## src/rtl/pong_pkg.sv

```systemverilog
// Shared encodings for the pong game-flow controller: FSM states, winner codes and widths.
package pong_pkg;

    localparam int BCD_W = 4;
    localparam int TMR_W = 8;

    typedef enum logic [1:0] {
        ST_NEWGAME = 2'b00,
        ST_PLAY    = 2'b01,
        ST_NEWBALL = 2'b10,
        ST_OVER    = 2'b11
    } state_t;

    localparam logic [1:0] WIN_NONE  = 2'b00;
    localparam logic [1:0] WIN_LEFT  = 2'b01;
    localparam logic [1:0] WIN_RIGHT = 2'b10;

    // BCD digit increment that sticks at 9 instead of wrapping
    function automatic logic [BCD_W-1:0] bcd_sat_inc(input logic [BCD_W-1:0] v);
        return (v >= 4'd9) ? 4'd9 : v + 4'd1;
    endfunction

endpackage

```

## src/rtl/pong_btn_cond.sv

```systemverilog
// Button conditioner: 2-FF synchroniser, optional debounce (PONG_DEBOUNCE_EN), rising-edge pulse.
module pong_btn_cond #(
    parameter logic [19:0] DEB_CYCLES = 20'd500000
) (
    input  logic clk,
    input  logic reset,
    input  logic i_btn,
    output logic o_pulse
);

    logic r_sync1;
    logic r_sync2;
    logic r_prev;
    logic w_level;

    always_ff @(posedge clk or posedge reset) begin
        if (reset) begin
            r_sync1 <= 1'b0;
            r_sync2 <= 1'b0;
        end else begin
            r_sync1 <= i_btn;
            r_sync2 <= r_sync1;
        end
    end

`ifdef PONG_DEBOUNCE_EN
    logic        r_deb_level;
    logic [19:0] r_deb_cnt;

    // Level only flips after the new value has been stable for DEB_CYCLES cycles
    always_ff @(posedge clk or posedge reset) begin
        if (reset) begin
            r_deb_level <= 1'b0;
            r_deb_cnt   <= 20'd0;
        end else if (r_sync2 != r_deb_level) begin
            if ({1'b0, r_deb_cnt} + 21'd1 >= {1'b0, DEB_CYCLES}) begin
                r_deb_level <= r_sync2;
                r_deb_cnt   <= 20'd0;
            end else begin
                r_deb_cnt <= r_deb_cnt + 20'd1;
            end
        end else begin
            r_deb_cnt <= 20'd0;
        end
    end

    assign w_level = r_deb_level;
`else
    logic w_unused_deb;
    assign w_unused_deb = ^DEB_CYCLES;
    assign w_level      = r_sync2;
`endif

    always_ff @(posedge clk or posedge reset) begin
        if (reset) begin
            r_prev <= 1'b0;
        end else begin
            r_prev <= w_level;
        end
    end

    assign o_pulse = w_level & ~r_prev;

endmodule

```

## src/rtl/pong_game_ctrl.sv

```systemverilog
// Pong game-flow controller: scores, serve/game-over timing and gra_still.
// Optional start-button debounce is enabled by defining PONG_DEBOUNCE_EN.
module pong_game_ctrl
    import pong_pkg::*;
#(
    parameter int unsigned WIN_SCORE    = 7,
    parameter int unsigned SERVE_FRAMES = 120,
    parameter int unsigned OVER_FRAMES  = 240,
    parameter logic [19:0] DEB_CYCLES   = 20'd500000
) (
    input  logic             clk,
    input  logic             reset,
    input  logic             frame_tick,
    input  logic             btn_start,
    input  logic             miss1,
    input  logic             miss2,
    output logic             gra_still,
    output logic [BCD_W-1:0] score_l,
    output logic [BCD_W-1:0] score_r,
    output logic             game_over,
    output logic [1:0]       winner,
    output logic [1:0]       state_o
);

    localparam logic [TMR_W-1:0] SERVE_LD = (SERVE_FRAMES == 0) ? 8'd1 : TMR_W'(SERVE_FRAMES);
    localparam logic [TMR_W-1:0] OVER_LD  = (OVER_FRAMES == 0)  ? 8'd1 : TMR_W'(OVER_FRAMES);
    localparam logic [BCD_W-1:0] WIN_BCD  = BCD_W'(WIN_SCORE);

    state_t           r_state;
    logic             r_gra_still;
    logic [BCD_W-1:0] r_score_l;
    logic [BCD_W-1:0] r_score_r;
    logic             r_game_over;
    logic [1:0]       r_winner;
    logic [TMR_W-1:0] r_timer;
    logic             w_start_pulse;

    pong_btn_cond #(
        .DEB_CYCLES (DEB_CYCLES)
    ) u_start_btn (
        .clk     (clk),
        .reset   (reset),
        .i_btn   (btn_start),
        .o_pulse (w_start_pulse)
    );

    always_ff @(posedge clk or posedge reset) begin
        if (reset) begin
            r_state     <= ST_NEWGAME;
            r_gra_still <= 1'b1;
            r_score_l   <= '0;
            r_score_r   <= '0;
            r_game_over <= 1'b0;
            r_winner    <= WIN_NONE;
            r_timer     <= '0;
        end else begin
            case (r_state)
                ST_NEWGAME: begin
                    r_score_l   <= '0;
                    r_score_r   <= '0;
                    r_winner    <= WIN_NONE;
                    r_game_over <= 1'b0;
                    r_timer     <= '0;
                    if (w_start_pulse) begin
                        r_state     <= ST_PLAY;
                        r_gra_still <= 1'b0;
                    end else begin
                        r_gra_still <= 1'b1;
                    end
                end

                // miss1 has priority so a double miss scores only once
                ST_PLAY: begin
                    if (miss1) begin
                        r_score_l   <= bcd_sat_inc(r_score_l);
                        r_state     <= ST_NEWBALL;
                        r_gra_still <= 1'b1;
                        r_timer     <= SERVE_LD;
                    end else if (miss2) begin
                        r_score_r   <= bcd_sat_inc(r_score_r);
                        r_state     <= ST_NEWBALL;
                        r_gra_still <= 1'b1;
                        r_timer     <= SERVE_LD;
                    end else begin
                        r_gra_still <= 1'b0;
                        r_timer     <= '0;
                    end
                end

                ST_NEWBALL: begin
                    r_gra_still <= 1'b1;
                    if (r_score_l == WIN_BCD || r_score_r == WIN_BCD) begin
                        r_state     <= ST_OVER;
                        r_game_over <= 1'b1;
                        r_winner    <= (r_score_l == WIN_BCD) ? WIN_LEFT : WIN_RIGHT;
                        r_timer     <= OVER_LD;
                    end else if (frame_tick) begin
                        if (r_timer <= 8'd1) begin
                            r_state     <= ST_PLAY;
                            r_gra_still <= 1'b0;
                            r_timer     <= '0;
                        end else begin
                            r_timer <= r_timer - 8'd1;
                        end
                    end
                end

                ST_OVER: begin
                    r_gra_still <= 1'b1;
                    if (w_start_pulse || (frame_tick && r_timer <= 8'd1)) begin
                        r_state     <= ST_NEWGAME;
                        r_game_over <= 1'b0;
                        r_winner    <= WIN_NONE;
                        r_score_l   <= '0;
                        r_score_r   <= '0;
                        r_timer     <= '0;
                    end else if (frame_tick) begin
                        r_timer <= r_timer - 8'd1;
                    end
                end

                default: begin
                    r_state <= ST_NEWGAME;
                end
            endcase
        end
    end

    assign gra_still = r_gra_still;
    assign score_l   = r_score_l;
    assign score_r   = r_score_r;
    assign game_over = r_game_over;
    assign winner    = r_winner;
    assign state_o   = r_state;

endmodule

```

## config.mk

```make
export PLATFORM = sky130hd
export DESIGN_NAME = pong_game_ctrl
export DESIGN_NICKNAME = d
export VERILOG_FILES = /design/src/rtl/pong_pkg.sv /design/src/rtl/pong_btn_cond.sv /design/src/rtl/pong_game_ctrl.sv
export SDC_FILE = /design/constraint.sdc
export NUM_CORES = 1
export LEC_CHECK = 0
export CAP_MARGIN = 20
export CORE_ASPECT_RATIO = 0.7
export CORE_UTILIZATION = 55
export DETAILED_ROUTE_END_ITERATION = 8
export PLACE_DENSITY = 0.76
export SETUP_SLACK_MARGIN = 0.05
export SYNTH_ARGS = -nofsm -noshare
export SYNTH_HDL_FRONTEND = slang
export SYNTH_SLANG_ARGS = --single-unit
export TNS_END_PERCENT = 100
```

## constraint.sdc

```tcl
create_clock -name clk -period 2.3 [get_ports clk]
set_input_delay 0.46 -clock clk [delete_from_list [all_inputs] [get_ports clk]]
set_output_delay 0.46 -clock clk [all_outputs]
set_load 0.05 [all_outputs]
```

==> run summary, run 1 <==
The total power came out at 2650 µW. The first global-routing pass estimated 6450 µm of wire. Summed over all cells, the static leakage comes to 0.000848 µW. Counting cells, the worst reg-to-reg path comes to 5.

After synthesis the cells add up to 1600 µm². From bottom edge to top edge, the die measures 47.1 µm. The post-synthesis share of cell area spent on full adders, half adders and majority gates was 10.2%.

The longest individual stage delay on the worst path came out at 490 ps. The tools report the number of nets in the layout as 227. The number of clock buffers added by TritonCTS is 3. The signal on the critical path passes through nor4_4, nand4_2, a221o_1, a211oi_1, a21o_2.

The final period demand of the worst path was 2080 ps. The tools report the DRC violation count after routing as 0. The leading cell type in the layout, fill and taps excluded was sky130_fd_sc_hd__dfrtp_1. The cell sitting at the root of the clock tree is a sky130_fd_sc_hd__clkbuf_8. After routing, the total negative slack on setup checks comes to 0 ps. The area taken by flip-flops and latches was 627 µm²; the area used by multi-input combinational logic was 878 µm².

Clock-pin slew was measured on the worst setup and hold paths at 80 ps. STA classifies the critical path startpoint as a register. The sink count of the clock tree came out at 25. Yosys attributes the largest share of cell area to sky130_fd_sc_hd__dfrtp_1, sky130_fd_sc_hd__ha_1, sky130_fd_sc_hd__a21oi_1. The total inserted antenna cells was 0. The run gives 270 ps as the later-pin clock latency in the skew report. For this design the ratio of total power to cell area is 1390 nW/µm². The instance count along the most critical hold path was 0. Yosys mapped the design onto 44 distinct sky130hd cell types. The met1 usage is 41.5%.

For met3 alone, demand over resource in global routing was 6.07%. For the worst setup path, the data required time is 2520 ps. The class of the tightest hold or removal check is reg -> reg.

Row generation in the floorplan step produced 15 rows. The number of synthesis warnings is 0, and the async set-reset flop share out of synthesis is 100%. The library cells used most frequently in the layout, excluding fill and tap cells, are sky130_fd_sc_hd__dfrtp_1, sky130_fd_sc_hd__inv_1, sky130_fd_sc_hd__clkdlybuf4s50_1, sky130_fd_sc_hd__a21oi_1.

After detailed routing, the average wire length per cell comes to 16.3 µm. The post-route antenna net violation count came out at 0. The number of fillers in the final layout came out at 205.

For the gate count of the mapped netlist, the log shows 183. The number of H-tree branching levels was 1. Setup repair after global routing left no endpoint under its margin.

Data arrival time of the critical path: 2300 ps. Number of buffers on the longest clock path: 2. Number of synthesized flops with an enable pin: 0.

Entering global routing, the biggest net connects 26 pins. Of the total synthesized cell area, the portion taken by XOR and XNOR cells is 0%. The die is 66.5 µm wide. The routed design has 3920 µm of wire. The flow ran to the end, and the final reports show no timing, DRC or antenna violations. In the routed layout, each cell is associated on average with a via count of 6.20. The fraction of the cycle the final worst path needs works out to 90.3%. The maximum fanout along the worst path came out at 6. met2 is the most crowded layer.

The cell at the slowest stage of the critical path is sky130_fd_sc_hd__a221o_1. The post-route netlist has 7.73% of its cells at a drive strength greater than 1. Max-cap violations in this run came to 0. The tools report the part of the total power dissipated in combinational logic as 64.2%. The synthesized design devotes to its leading area cell type 37.5% of total area.

IR analysis of the VDD net gives a maximum drop of 0.000897 V. The first detailed-routing pass ran for 4 iterations. Global routing consumed, over all layers together, 28.9% of the routing resources. Synthesis inferred 25 register bits. After the first detailed-routing iteration, the DRC count stood at 175.

The clock share of power is 9.8%, and the final RePlAce weighted congestion is 0.846. The tools report the final number of max-transition violations as 0. The synthesis-to-layout area growth was 18.9%; the internal cell power was 1300 µW.

The post-layout utilization of the core came out at 72.9%. Counting both buffers and inverters, the worst setup path holds a total of 0. The transition time at the pin with the least slew margin came out at 505 ps. The net switching share of the total power works out to 50.8%.

The detailed-route via count was 1,493. The core region is 2610 µm². In this run, post-CTS hold repair placed 0 buffers.

During placement, the flow inserted port buffers numbering 19. The capturing element type of the critical path was a register. sky130_fd_sc_hd__dfrtp_1 takes more of the synthesized area than any other cell. The final-report hold violation count was 0. Main flop type after synthesis: sky130_fd_sc_hd__dfrtp_1. Once the clock tree was built, the setup fixing pass inserted 0 buffers. The synthesized netlist devotes 25.5% of its cell area to compound gates. For this configuration, the core starts out at a cell density of 61.3%.

Gates resized during post-CTS repair numbered 0. The wire-length estimate of the detail-placed layout is 2900 µm. Setup violations remaining at the end of the flow were counted as 0. Between clock sinks in the finished design, the worst skew comes to 6.03 ps. The sequential share of power was 26.0%; the total stage count of the critical path was 5.

The critical path is of the reg -> reg type. The tools report the total grt overflow as 0. Timing would allow up to 482 MHz.

The top-level I/O count was 20; the number of global-route vias before repair was 1,344. TritonCTS built the clock tree. The per-instance average area after synthesis was 8.74 µm²; the net count of the mapped netlist was 202. The post-synthesis share of cell area spent on and, or, nand and nor gates was 18.6%.

Grouping stages by cell kind, the critical path spends the most delay in compound AO/OA/AOI/OAI gates. The die covers 3130 µm². In the synthesized netlist, mux cells make up 0.625% of the area. The switching power total is 1350 µW, and the routing usage on met2 is 44.9%. For the initial antenna violation count, the log shows 0.

The dominant combinational cell family by area after synthesis was compound AO/OA/AOI/OAI gates. After synthesis, flip-flops and latches occupy 39.2% of the total area. In this run the tightest slew margin relative to its limit is 66.2%.
## cell families after synthesis
group,after synthesis
AO/OA/AOI/OAI,63
buffers and inverters,25
multiplexers,1
AND/OR/NAND/NOR,56
flip-flops,25
adder cells (fa/ha/maj),13
## cells in the mapped netlist (all sizes together), types with 2 or more instances
cell type,instances
a2111oi,2
o21ai,14
o31ai,2
nor3,2
a31oi,4
nor3b,2
nand3b,2
nor4,3
nand4,2
nand2,14
ha,13
nand3,6
or3,2
clkbuf,4
a21oi,17
dfrtp,24
inv,20
nor2,14
nand2b,4
a21o,3
o22ai,6
nor2b,2
a22o,3
a221o,2
## per-stage QoR
stage	instances	worst slack [ps]	hold slack [ps]	instance area, µm²
2_1_floorplan	183	206	331	1600
3_3_place_gp	237	251	342	1860
3_5_place_dp	237	152	341	1860
4_1_cts	241	230	370	1900
5_1_grt	241	98.0	379	1900
6_report	241	223	366	1900
## path summary, 6_finish.rpt
path	to	startpoint	slack (ps)
worst max-delay path	score_r[0]	r_timer[3]	220
worst min-delay path	u_start_btn.r_sync2	u_start_btn.r_sync1	370
worst max register to register	score_r[0]	r_timer[3]	220
worst min register to register	u_start_btn.r_sync2	u_start_btn.r_sync1	370
max in group asynchronous	gra_still	reset	1470
min in group asynchronous	r_timer[3]	reset	540
## worst reg2reg max path: stages, from the launching register on
cell                       delay [ps]
sky130_fd_sc_hd__dfrtp_1          460
sky130_fd_sc_hd__nor4_4           400
sky130_fd_sc_hd__nand4_2          250
sky130_fd_sc_hd__a221o_1          490
sky130_fd_sc_hd__a211oi_1         290
sky130_fd_sc_hd__a21o_2           130
## flip-flops by register name, summed over array words and instances, names as in the netlist
signal / flops
u_start_btn.r_sync2: 1
state_o: 2
r_timer: 8
gra_still: 1
game_over: 1
score_l: 4
score_r: 4
u_start_btn.r_prev: 1
u_start_btn.r_sync1: 1
winner: 2
## final cells by class
type,instances,share of cell area (%)
multi-input cells,133,46.2
flip-flops and latches,25,32.9
repair buffers,25,12.4
inverters,20,3.94
clock buffers,4,2.37
well taps,34,2.24
## layer usage
| metal | vias up | share of wire [%] |
|---|---|---|
| li1 | 706 | - |
| met1 | 696 | 45 |
| met2 | 79 | 44 |
| met3 | 12 | 8.9 |
| met4 | 0 | 1.6 |
| met5 | - | 0 |
## power groups by stage
stage / Sequential (µW) / Clock, µW / Combinational, µW
final: 690 / 261 / 1700
after global routing: 704 / 280 / 1870
after CTS: 688 / 270 / 1680
after detailed placement: 695 / 0 / 1660
after global placement: 684 / 0 / 1600
after floorplan: 867 / 0 / 1010
Note: power is estimated with default switching activity, not from simulation.
==> run 2, diff against run 1 <==
- clock period: 2.3 -> 2.1 ns (I/O delays scaled with it)
==> run 2 against run 1 <==
Clock skew up 13 ps. Largest cell class unchanged. Largest power group unchanged. Total power up 17%. Cell count up 1.7%. Non-clock buffer count up 4. Via count up 4.4%. Critical endpoint is now score_r[0]. First-iteration DRC count up 30%.
==> run summary, run 2 (same netlist as run 1, synthesis figures left out) <==
The flow ran to the end, and the final reports show no timing, DRC or antenna violations. The clock share of power came out at 9.5%. Type of element launching the critical path: a register.

Summed over all cells, the static leakage comes to 0.000900 µW. The tools report the global-route wire length before repair as 6790 µm. The worst register-to-register path begins at r_timer[6]. The run gives 3 as the number of buffers created by CTS. In the final layout, the share of cells above drive strength 1 is 14.7%. The die extent in x was 66.5 µm; the instance count along the most critical hold path was 0. The class of the most critical setup path is reg -> out.

Hold path endpoint: u_start_btn.r_sync2. The initial detailed-routing violation count is 228. Setup repair after global routing could not meet its margin everywhere.

Final-report hold violation count: 0. The run gives 0.00132 V as the worst ir drop on vdd. The clock arrives with 19.5 ps of skew. The capturing element type of the critical path was a primary output. The final layout contains routed wiring with a total length of 4140 µm. The sum of negative setup slack is 0 ps. The flip-flop count of the largest register after layout works out to 8. After the flow finishes, the layout carries non-filler instances totaling 245. On the critical path, the stage with the largest delay is an instance of sky130_fd_sc_hd__clkdlybuf4s50_1.

The transition time at the pin with the least slew margin was 519 ps. TritonCTS built the clock tree. In the layout the commonest cells are sky130_fd_sc_hd__dfrtp_1, sky130_fd_sc_hd__inv_1, sky130_fd_sc_hd__clkdlybuf4s50_1, sky130_fd_sc_hd__a21oi_1. Sequential cells burn 24.7% of the power. The largest delay contributor family on the critical path was buffers and inverters. Once the floorplan was initialized, standard cells occupied 61.3% of the core.

The total number of placement rows is 15. Internal power comes to 1500 µW. Cells fill 76.7% of the core in the end.

The fraction of the cycle the final worst path needs was 96.0%; the power density of the placed cells was 1550 nW/µm². Global routing used 30.3% of the available tracks. Leading cell type in the layout, fill and taps excluded: sky130_fd_sc_hd__dfrtp_1. The initial antenna violation count came out at 0. The count of nets left with antenna violations once routing finished came out at 0.

The cell at the root of the clock tree was sky130_fd_sc_hd__clkbuf_8. The maximum fanout along the worst path is 7. The largest net degree at the start of global routing came out at 26. Routed signal wires occupy layers up through met4. The vertical die dimension works out to 47.1 µm. In this run the worst hold path is classified as reg -> reg.

The total inserted antenna cells is 0. Setup violations remaining at the end of the flow were counted as 0. At the worst endpoint, the required time is 1680 ps. The detailed-route wire length per cell came out at 16.9 µm. Wire segments on met2 add up to 1810 µm in the final route.

The core box area is 2610 µm², and the number of buffers on the longest clock path is 2. After clock tree synthesis, the clock-pin slew on the worst setup and hold paths is 80 ps. Longest individual stage delay on the worst path: 850 ps. The switching power total was 1600 µW; the cell total after placement was 238. The count of buffers added on input and output ports is 19. The part of the total power dissipated in combinational logic is 65.7%. In the routed design, unresolved DRC markers number 0. The tools report the data arrival time of the critical path as 1600 ps. r_timer holds more flip-flops than any other register. The number of vias per cell is 6.36.

The HPWL after detailed placement is 3100 µm. Counting cells, the worst reg-to-reg path comes to 6. The number of H-tree branching levels is 1. The tools report the final number of max-transition violations as 0.

The max capacitance violation total was 0; the buffering stage count on the worst path with inverters included was 1. For the number of global-route vias before repair, the log shows 1,408. The final setup slack of the worst path was 84.5 ps. The net switching share of the total power works out to 51.6%. The run gives 280 ps as the later-pin clock latency in the skew report.

From synthesis to final layout, the design area changed by 25.1%. The worst pin sits at a relative slew slack of 65.3%. For this run, the post-layout net count is 231.

For this design, the sink count on the clock tree is 25. During I/O placement, the number of pins put on the boundary was 20. Total grt overflow: 0. The detailed-route via count was 1,559; the met1 wire length was 1940 µm. Final hold analysis gives a worst-case slack of 363 ps. After layout, the minimum clock period comes to 2020 ps. The tools report the endpoint of the worst register-to-register path as score_r[2]. The signal on the critical path passes through clkdlybuf4s50_1. Setup slack on the worst reg-to-reg path comes out at 100 ps. Routability-driven placement finished with a final weighted congestion of 0.904. The tools report the launch point of the worst hold path as u_start_btn.r_sync1. The first-pass detailed-route iteration total came out at 5. For this run, the top clock speed supported by timing is 496 MHz.

Before CTS, the worst setup slack after placement is 10.5 ps. The floorplan step defined a die boundary enclosing 3130 µm². The wire length on met3 came out at 311 µm.
run 2: power by group through the flow:
stage          Combinational, µW  Clock (µW)  Sequential, µW
6_report                    2040         296             767
5_1_grt                     2200         307             785
4_1_cts                     1860         291             760
3_5_place_dp                1840           0             769
3_3_place_gp                1750           0             757
2_1_floorplan               1110           0             954
run 2: per-stage QoR:
step                area (µm²)  total power (µW)
floorplan                 1610              2060
global placement          1870              2500
detailed placement        1870              2610
CTS                       1920              2910
global route              2000              3290
finish                    2000              3100
run 2: worst max path at each step:
stage | startpoint | depth (start not counted) | endpoint | slack (ps)
floorplan | score_l[0] | 6 | r_timer[2] | 60
global placement | frame_tick | 5 | score_r[2] | 90
detailed placement | frame_tick | 6 | r_timer[7] | 10
CTS | r_timer[3] | 5 | score_r[0] | 60
global route | score_l[0] | 6 | r_timer[0] | -20
finish | score_r[0] | 1 | score_r[0] | 80
run 2: per-layer routing:
metal | vias to the layer above | track usage, %
met3 | 12 | 5.58
met2 | 75 | 45.7
met4 | 0 | 10.6
met1 | 750 | 44.4
li1 | 722 | -
met5 | - | 0
run 2: what timing repair did:
action                                  4_1_cts  5_1_grt
hold buffers                                  0        0
pin swaps                                     3        4
resized for setup                             1       13
setup buffers                                 0        3
gates cloned                                  0        0
endpoints found under the setup margin        5       12
run 2: layout make-up:
type,instances,area (µm²)
multi-input combinational,133,937
sequential,25,631
fill,180,607
timing repair buffer,29,270
inverter,20,75.1
tap,34,42.5
clock buffer,3,41.3
clock inverter,1,5.00
==> run 3, diff against run 2 <==
- CORE_UTILIZATION: 55 -> 41
- PLACE_DENSITY: 0.76 -> 0.59
==> run 3 against run 2 <==
Clock skew fell by 9.7 ps. Sequential share of layout area decreased by 0.22 points. Largest cell class unchanged. Total power decreased by 1.3%. Via count fell by 2.6%. Largest power group unchanged. Register-to-register slack got worse by 30 ps. Cell count up 7.8%. Highest routed layer unchanged.
==> run summary, run 3 (same netlist as run 1, synthesis figures left out) <==
The min-delay analysis places its worst path in the category reg -> reg. The number of global-route vias before repair is 1,382. The worst hold-check slack is 355 ps, and the detailed-route wire length per cell is 14.8 µm.

The post-detailed-routing wire length was 3910 µm. The critical path goes through inv_1, ha_1, or2_2, and3_2, o22ai_1, a31oi_1, o22ai_1. The post-route antenna net violation count was 0. The flow ran to the end, and the final reports show no timing, DRC or antenna violations.

After layout, the minimum clock period comes to 2030 ps. The data arrival time of the critical path is 2200 ps. The longest clock path from root to sink contains 2 buffers.

Across all layers, the routed design uses 1,519 vias. The number of H-tree branching levels came out at 1. The first global-routing pass estimated 6630 µm of wire.

For the worst setup path, the data required time is 2270 ps. The pre-antenna-repair detailed-routing pass consisted of 5 iterations. Including well taps, the total number of placed cells is 260. The clock drives 25 sinks. In this run the horizontal extent of the chip is 76.7 µm. For the pin with the worst max-slew slack, the measured transition is 592 ps.

The met1 wire length is 2020 µm, and the number of cells in the finished layout apart from fillers is 264. The number of setup buffers added after CTS was 0. The worst slew margin relative to its limit was 59.5%; the flip-flop count of the largest register after layout was 8. Global routing used 21.2% of the available tracks.

Fill cells in the final layout number 332. Setup repair after global routing could not meet its margin everywhere. The total grt overflow is 0, and the largest net degree at the start of global routing is 26. The tree is rooted in a sky130_fd_sc_hd__clkbuf_8. Setup violations remaining at the end of the flow were counted as 0. The area used by multi-input combinational logic came out at 915 µm². Once the floorplan was initialized, standard cells occupied 44.1% of the core. The clock tree skew after final layout was 9.77 ps. After legalization and detailed placement, the total HPWL measured 3000 µm. The register with the highest flop count is r_timer. For this design the ratio of total power to cell area is 1520 nW/µm². The region available for standard cell placement spans 3630 µm².

For the final-report hold violation count, the log shows 0. In this run the vertical extent of the chip is 54.3 µm. Cell repeated most along the worst path: sky130_fd_sc_hd__o22ai_1.

The achievable frequency was 492 MHz. Area of the die: 4160 µm². TritonCTS built the clock tree.

The type of element launching the critical path was a register. Leading cell type in the layout, fill and taps excluded: sky130_fd_sc_hd__dfrtp_1. Routability-driven placement finished with a final weighted congestion of 0.921.

STA classifies the critical path endpoint as a register. The number of clock buffers added by TritonCTS is 3. Wire segments on met2 add up to 1560 µm in the final route.

The final number of max-transition violations was 0. Number of vias per cell: 5.75. Cells with a size suffix above 1 make up 13.6% of the layout.

Number of nets in the layout: 234. Clock-pin slew was measured on the worst setup and hold paths at 90 ps. For this run, the slowest stage of the critical path takes 410 ps. The cell at the slowest stage of the critical path was sky130_fd_sc_hd__dfrtp_1. The max capacitance violation total came out at 0.

The wire length on met3 came out at 250 µm. In this run the top signal layer used is met4. The fraction of the cycle the final worst path needs works out to 96.7%. The setup path with the least slack is of type reg -> reg. Registers take 629 µm².

The static leakage was 0.000889 µW. The synthesis-to-layout area growth came out at 25.7%. In this run the worst path has a maximum fanout of 5. After floorplanning, the core was divided into 18 placement rows. The library cells used most frequently in the layout, excluding fill and tap cells, are sky130_fd_sc_hd__dfrtp_1, sky130_fd_sc_hd__inv_1, sky130_fd_sc_hd__clkdlybuf4s50_1, sky130_fd_sc_hd__a21oi_1. The initial detailed-routing violation count was 195.

The initial antenna violation count was 0. The later-pin clock latency in the skew report is 270 ps. The run gives 0 as the DRC violation count after routing. The top-level I/O count is 20, and the number of buffers inserted for hold repair after clock tree synthesis is 0.

The total inserted antenna cells came out at 0. The tools report the worst ir drop on vdd as 0.00114 V. The number of buffers inserted by port buffering is 19.
==> run 3: report_power, final <==
| part | switching [µW] | total, µW | internal, µW |
|---|---|---|---|
| clock network | 151 | 286 | 136 |
| registers | 134 | 752 | 617 |
| logic | 1250 | 2020 | 773 |
| total | 1540 | 3060 | 1530 |
==> run 3: timing repair <==
action / 4_1_cts / 5_1_grt
pin swaps: 0 / 0
endpoints found under the setup margin: 1 / 9
gates resized for setup: 1 / 3
==> run 3: through the flow <==
step | total power, µW | setup slack, ps | setup TNS (ps) | util (%) | cell area [µm²]
2_1_floorplan | 2060 | 60.0 | 0 | - | 1610
3_3_place_gp | 2620 | -51.1 | -51.1 | 53.3 | 1930
3_5_place_dp | 2660 | -49.1 | -49.1 | 53.3 | 1930
4_1_cts | 2970 | 94.2 | 0 | 54.7 | 1980
5_1_grt | 3300 | 11.5 | 0 | 55.5 | 2010
6_report | 3060 | 69.1 | 0 | 55.5 | 2010
==> run 3: area by class of cell <==
| class | instances | share of cell area [%] |
|---|---|---|
| Multi-Input combinational cell | 133 | 45.5 |
| Sequential cell | 25 | 31.3 |
| Tap cell | 50 | 3.11 |
| Clock buffer | 4 | 2.24 |
| Inverter | 20 | 3.73 |
| Timing Repair Buffer | 32 | 14.2 |
==> run 3: metal layers <==
metal | vias to the layer above | global-route usage, %
met1 | 712 | 32.0
met2 | 77 | 30.7
met4 | 0 | 6.73
met3 | 11 | 3.67
met5 | - | 0
li1 | 719 | -
==> run 3: worst max-delay path, delay by kind of cell (launching register included) <==
family          cells  cell delay [ps]
flops               1              410
buf+inv             1               60
fa+ha+maj           1              200
compound gates      3              680
simple gates        2              580
==> run 3: final timing paths <==
| check | from | to | slack [ps] | cells after the start |
|---|---|---|---|---|
| max | r_timer[0] | r_timer[4] | 70 | 7 |
| max reg2reg | r_timer[0] | r_timer[4] | 70 | 7 |
| min | u_start_btn.r_sync1 | u_start_btn.r_sync2 | 350 | 0 |
| max in group asynchronous | reset | gra_still | 1310 | 3 |
| min in group asynchronous | reset | score_r[2] | 500 | 3 |
| min reg2reg | u_start_btn.r_sync1 | u_start_btn.r_sync2 | 350 | 0 |
